===== src/rtl/f_stage.sv =====
// f_stage: MIPS fetch stage; pc register drives i_inst_addr/f_pc, resolves decode-stage branch/jump targets (delay slot), outputs f_instr, d_link_pc, f_redirect
module f_stage #(
  parameter logic [31:0] RESET_PC = 32'h0000_3000
) (
  input  logic        clk,
  input  logic        reset,
  input  logic        stall,
  input  logic [31:0] d_pc,
  input  logic [31:0] d_instr,
  input  logic [31:0] d_rs_data,
  input  logic [31:0] d_rt_data,
  output logic [31:0] i_inst_addr,
  input  logic [31:0] i_inst_rdata,
  output logic [31:0] f_pc,
  output logic [31:0] f_instr,
  output logic [31:0] d_link_pc,
  output logic        f_redirect
);
  logic [31:0] pc_q, pc_d, d_pc4, br_tgt, j_tgt, tgt;
  logic [5:0] op, funct;
  logic is_beq, is_bne, is_j, is_jr, taken;
  assign op     = d_instr[31:26];
  assign funct  = d_instr[5:0];
  assign d_pc4  = d_pc + 32'd4;
  assign br_tgt = d_pc4 + {{14{d_instr[15]}}, d_instr[15:0], 2'b00};
  assign j_tgt  = {d_pc4[31:28], d_instr[25:0], 2'b00};
  assign is_beq = op == 6'b000100;
  assign is_bne = op == 6'b000101;
  assign is_j   = op == 6'b000010 || op == 6'b000011;
  assign is_jr  = op == 6'b000000 && (funct == 6'b001000 || funct == 6'b001001);
  assign taken  = (is_beq && d_rs_data == d_rt_data) || (is_bne && d_rs_data != d_rt_data) || is_j || is_jr;
  assign tgt    = is_jr ? d_rs_data : is_j ? j_tgt : br_tgt;
  assign f_redirect  = taken && !stall;
  assign pc_d        = stall ? pc_q : f_redirect ? tgt : pc_q + 32'd4;
  assign i_inst_addr = pc_q;
  assign f_pc        = pc_q;
  assign f_instr     = i_inst_rdata;
  assign d_link_pc   = d_pc + 32'd8;
  always_ff @(posedge clk)
    pc_q <= reset ? RESET_PC : pc_d;
endmodule

===== config.mk =====
export PLATFORM = sky130hd
export DESIGN_NAME = f_stage
export DESIGN_NICKNAME = d
export VERILOG_FILES = /design/src/rtl/f_stage.sv
export SDC_FILE = /design/constraint.sdc
export NUM_CORES = 1
export LEC_CHECK = 0
export ABC_AREA = 1
export BUFFER_PORTS_ARGS = -buffer_cell sky130_fd_sc_hd__buf_2
export CAP_MARGIN = 20
export CORE_MARGIN = 2
export CORE_UTILIZATION = 45
export DETAILED_ROUTE_END_ITERATION = 10
export PLACE_DENSITY_LB_ADDON = 0.3
export SETUP_SLACK_MARGIN = 0.5
export SLEW_MARGIN = 10
export SYNTH_ARGS = -nofsm -noshare
export SYNTH_HDL_FRONTEND = slang
export SYNTH_SLANG_ARGS = --single-unit

===== constraint.sdc =====
create_clock -name clk -period 3.4 [get_ports clk]
set_input_delay 1.02 -clock clk [delete_from_list [all_inputs] [get_ports clk]]
set_output_delay 1.02 -clock clk [all_outputs]
set_load 0.01 [all_outputs]

==> impl_results.md <==
- CP Capture Point: f_pc[29]$_SDFFE_PP0N_
- Maximum clock frequency: 0.271 GHz
- Total Wirelength: 35400 µm
- Failing checks: negative setup slack
- Via density: 5.40
- Dpl hpwl: 23400 µm
- Status: finished, violations left
- Post-Place Setup Slack: -0.525 ns
- Die width: approximately 130 µm
- CP endpoint kind: flop
- Layout Nets: just under 2000
- Ratio of final minimum period to clock period: 1.09
- Distinct cells, synth: 45
- Final Hold Fails: 0
- GRT busiest layer: met2
- Final slew viol count: 0
- Core Area: roughly 16000 µm²
- 1st-iter DRT viols: just over 700
- RSZ-0062 raised after global routing: yes
- Commonest non-fill, non-tap cell in the layout: nand2_1
- Initial Util: 0.457
- Syn_area_per_cell: roughly 5.5 µm²
- Reg area: approximately 640 µm²
- Largest stage delay, worst path: between 0.3 and 0.4 ns
- Area of the multi-input gates: 7200 µm²
- Power per cell area: ~210 nW/µm²
- Final Worst Setup Slack: -0.293 ns
- Residual DRC: 0
- Type of the worst setup path: input pin to flop
- Max Cap Viol: 0
- Worst Skew: 0.00610 ns
- WP data required: 3.58 ns
- Initial antenna violation count: 0
- Grt ovf: 0
- Share of layout cells above drive strength 1: 0.473
- Row count: 47
- Hold crit path type: flop to flop
- Area growth from synthesis to layout: 65.8%
- Total CTS buffers: 5
- CTS tree: yes
- Worst-margin pin slew: ~0.70 ns
- Power, Total: ~2.7 mW
- Count of antenna-violating nets left after detailed routing: 0
- CP startpoint: d_pc[12]
- Tmin final: around 3.7 ns
- Total number of vias: ~11000
- Most Frequent Cell on Critical Path: nand2_1
- Most frequent cells in the layout: nand2_1 (334), buf_2 (194), buf_4 (172), inv_1 (171), nor2_1 (91)
- Final Core Density: 0.757
- Worst Path Buf+Inv: 4
- Startpoint class of the critical path: input pin
- Crit-path max FO: 4
- Reg clk slew, reported paths: 0.06 ns
- Worst IR Drop VDD: about 290 µV
- Die Span Y: ~130 µm
- Setup violators final: 24
- Worst path cell trace: buf_6 > buf_6 > nand2_2 > buf_4 > nor2_2 > nand2_1 > nor2_2 > nand2_1 > nand2_1 > nand2_1 > inv_1 > ha_2 > nand2_1 > nand2_1 > nor2_1 > nand2_1 > a21oi_2 > nand3_1 > nand2_1 > nor2_2 > nor2_2 > nor2_2 > nor2_1 > nor2_1
- Post-synthesis register bit count: 32
- Gate Count Post-Synth: ~1400
- R2r setup slk: ~1.3 ns
- Root Driver: clkbuf_16
- Worst flop-to-flop path endpoint: f_pc[27]$_SDFFE_PP0N_
- Leakage: between 6 and 7 nW
- Reg2reg start: f_pc[6]$_SDFFE_PP0N_
- Fill count: 1184
- Seq/Total Area, Yosys: 0.0855
- Initial DRT Pass Iterations: 5
- Critical Path AT: around 3.9 ns
- Slowest-stage cell, CP: ha_2
- Total number of yosys warnings: 0
- Number of flip-flops in the largest register: 32
- Met2 Resource Use GR: 0.610
- Largest net degree at the start of global routing: 38
- Global-route wire length before repair: about 48000 µm
- Die ar.: around 18000 µm²
- GRT Overall Usage: 0.335
- M1 GR Usage: 0.399
- Worst reg2reg path depth: 10
- Clock sinks: 32
- Maximum clock insertion buffer count: 2
- Top cell family by delay on the critical path: simple AND/OR/NAND/NOR gates
- Vias in the first global route: 9628
- Wire length per cell: 18.1 µm
- Worst-Skew Late Latency: 0.29 ns
- GPL Wtd Cong: 0.932
- H-Tree Depth: 2
- # IOs: between 200 and 300
- N_diodes: 0
- I/O Buffers: between 200 and 250
- Slew margin rel.: 0.536
- Post-Syn Nets: 1573
- Netlist Area Pre-Place: 7500 µm²
- Met3 Usage GRT: 0.0356
- Critical path depth: 24
## routing by layer
| layer | wire [µm] | up-vias |
|---|---|---|
| met5 | 0 | - |
| met4 | 2530 | 0 |
| met3 | 2730 | 196 |
| met2 | 17200 | 610 |
| met1 | 12900 | 4830 |
| li1 | - | 4944 |
## Yosys cell counts (all sizes together)
cell type	n	share of area
nand3b	4	0.0057
and3	1	0.00084
buf	86	0.082
nand3	87	0.062
nor2	165	0.094
nand2	450	0.23
clkbuf	7	0.0035
o211ai	13	0.013
and2	1	0.00084
or2	6	0.0053
xor2	52	0.061
fa	1	0.0027
dfxtp	32	0.085
o21a	1	0.0010
mux2i	1	0.0013
o22ai	1	0.00084
ha	36	0.060
nor4	6	0.0050
a21oi	64	0.043
o21ai	58	0.039
inv	209	0.11
o221ai	1	0.0012
a31oi	4	0.0033
nand4	20	0.017
xnor2	40	0.047
o21bai	4	0.0040
nor3	23	0.022
## worst min-delay path by stage
stage / startpoint / endpoint / slack [ns] / cells past startpoint
5_1_grt: f_pc[1]$_SDFFE_PP0P_ / f_pc[1]$_SDFFE_PP0P_ / 0.55 / 2
6_report: f_pc[1]$_SDFFE_PP0P_ / f_pc[1]$_SDFFE_PP0P_ / 0.52 / 2
2_1_floorplan: f_pc[0]$_SDFFE_PP0P_ / f_pc[0]$_SDFFE_PP0P_ / 0.52 / 2
3_5_place_dp: f_pc[1]$_SDFFE_PP0P_ / f_pc[1]$_SDFFE_PP0P_ / 0.51 / 2
4_1_cts: f_pc[1]$_SDFFE_PP0P_ / f_pc[1]$_SDFFE_PP0P_ / 0.52 / 2
3_3_place_gp: f_pc[0]$_SDFFE_PP0P_ / f_pc[0]$_SDFFE_PP0P_ / 0.49 / 2
## cell type report
cell class,count,area share
Clock buffer,7,0.0123
Tap cell,220,0.0222
Timing Repair Buffer,451,0.268
Multi-Input combinational cell,1039,0.580
Sequential cell,32,0.0516
Clock inverter,1,0.00242
Inverter,209,0.0644
## worst register-to-register path, cell delays in order, from the launching register on
cell and delay (ns):
dfxtp_1 0.43, nand2_1 0.17, nor2_1 0.17, nand2_1 0.14, nor4_1 0.53, nand3_1 0.13
o21ai_0 0.18, nand3_1 0.09, nand2_1 0.07, nor2_1 0.05, nor2_1 0.11
## power by group
group | switching [mW] | internal [mW] | total, mW
Combinational | 0.921 | 0.744 | 1.66
Clock | 0.173 | 0.386 | 0.559
Sequential | 0.0444 | 0.400 | 0.445
Total | 1.14 | 1.53 | 2.67
## through the flow
stage               hold slack (ns)  cells  setup TNS, ns  area, µm²
floorplan                     0.522   1373              0       7940
global placement              0.488   1895          -5.19       9990
detailed placement            0.506   1895          -6.45       9990
CTS                           0.520   1940              0      11600
global route                  0.546   1959          -4.53      12400
finish                        0.519   1959          -2.27      12400
## cells by family after synthesis
family,after synthesis,share of synthesized area
flops,32,0.0855
compound gates,146,0.105
mux,1,0.00134
fa+ha+maj,37,0.0628
xor+xnor,92,0.107
buf+inv,302,0.191
simple gates,763,0.447
## timing repair
action	4_1_cts	5_1_grt
hold buffers	0	0
pin swaps	137	128
setup endpoints to repair	54	55
setup buffers	37	19
gates resized for setup	281	151
Power figures use the tool's default switching activity.
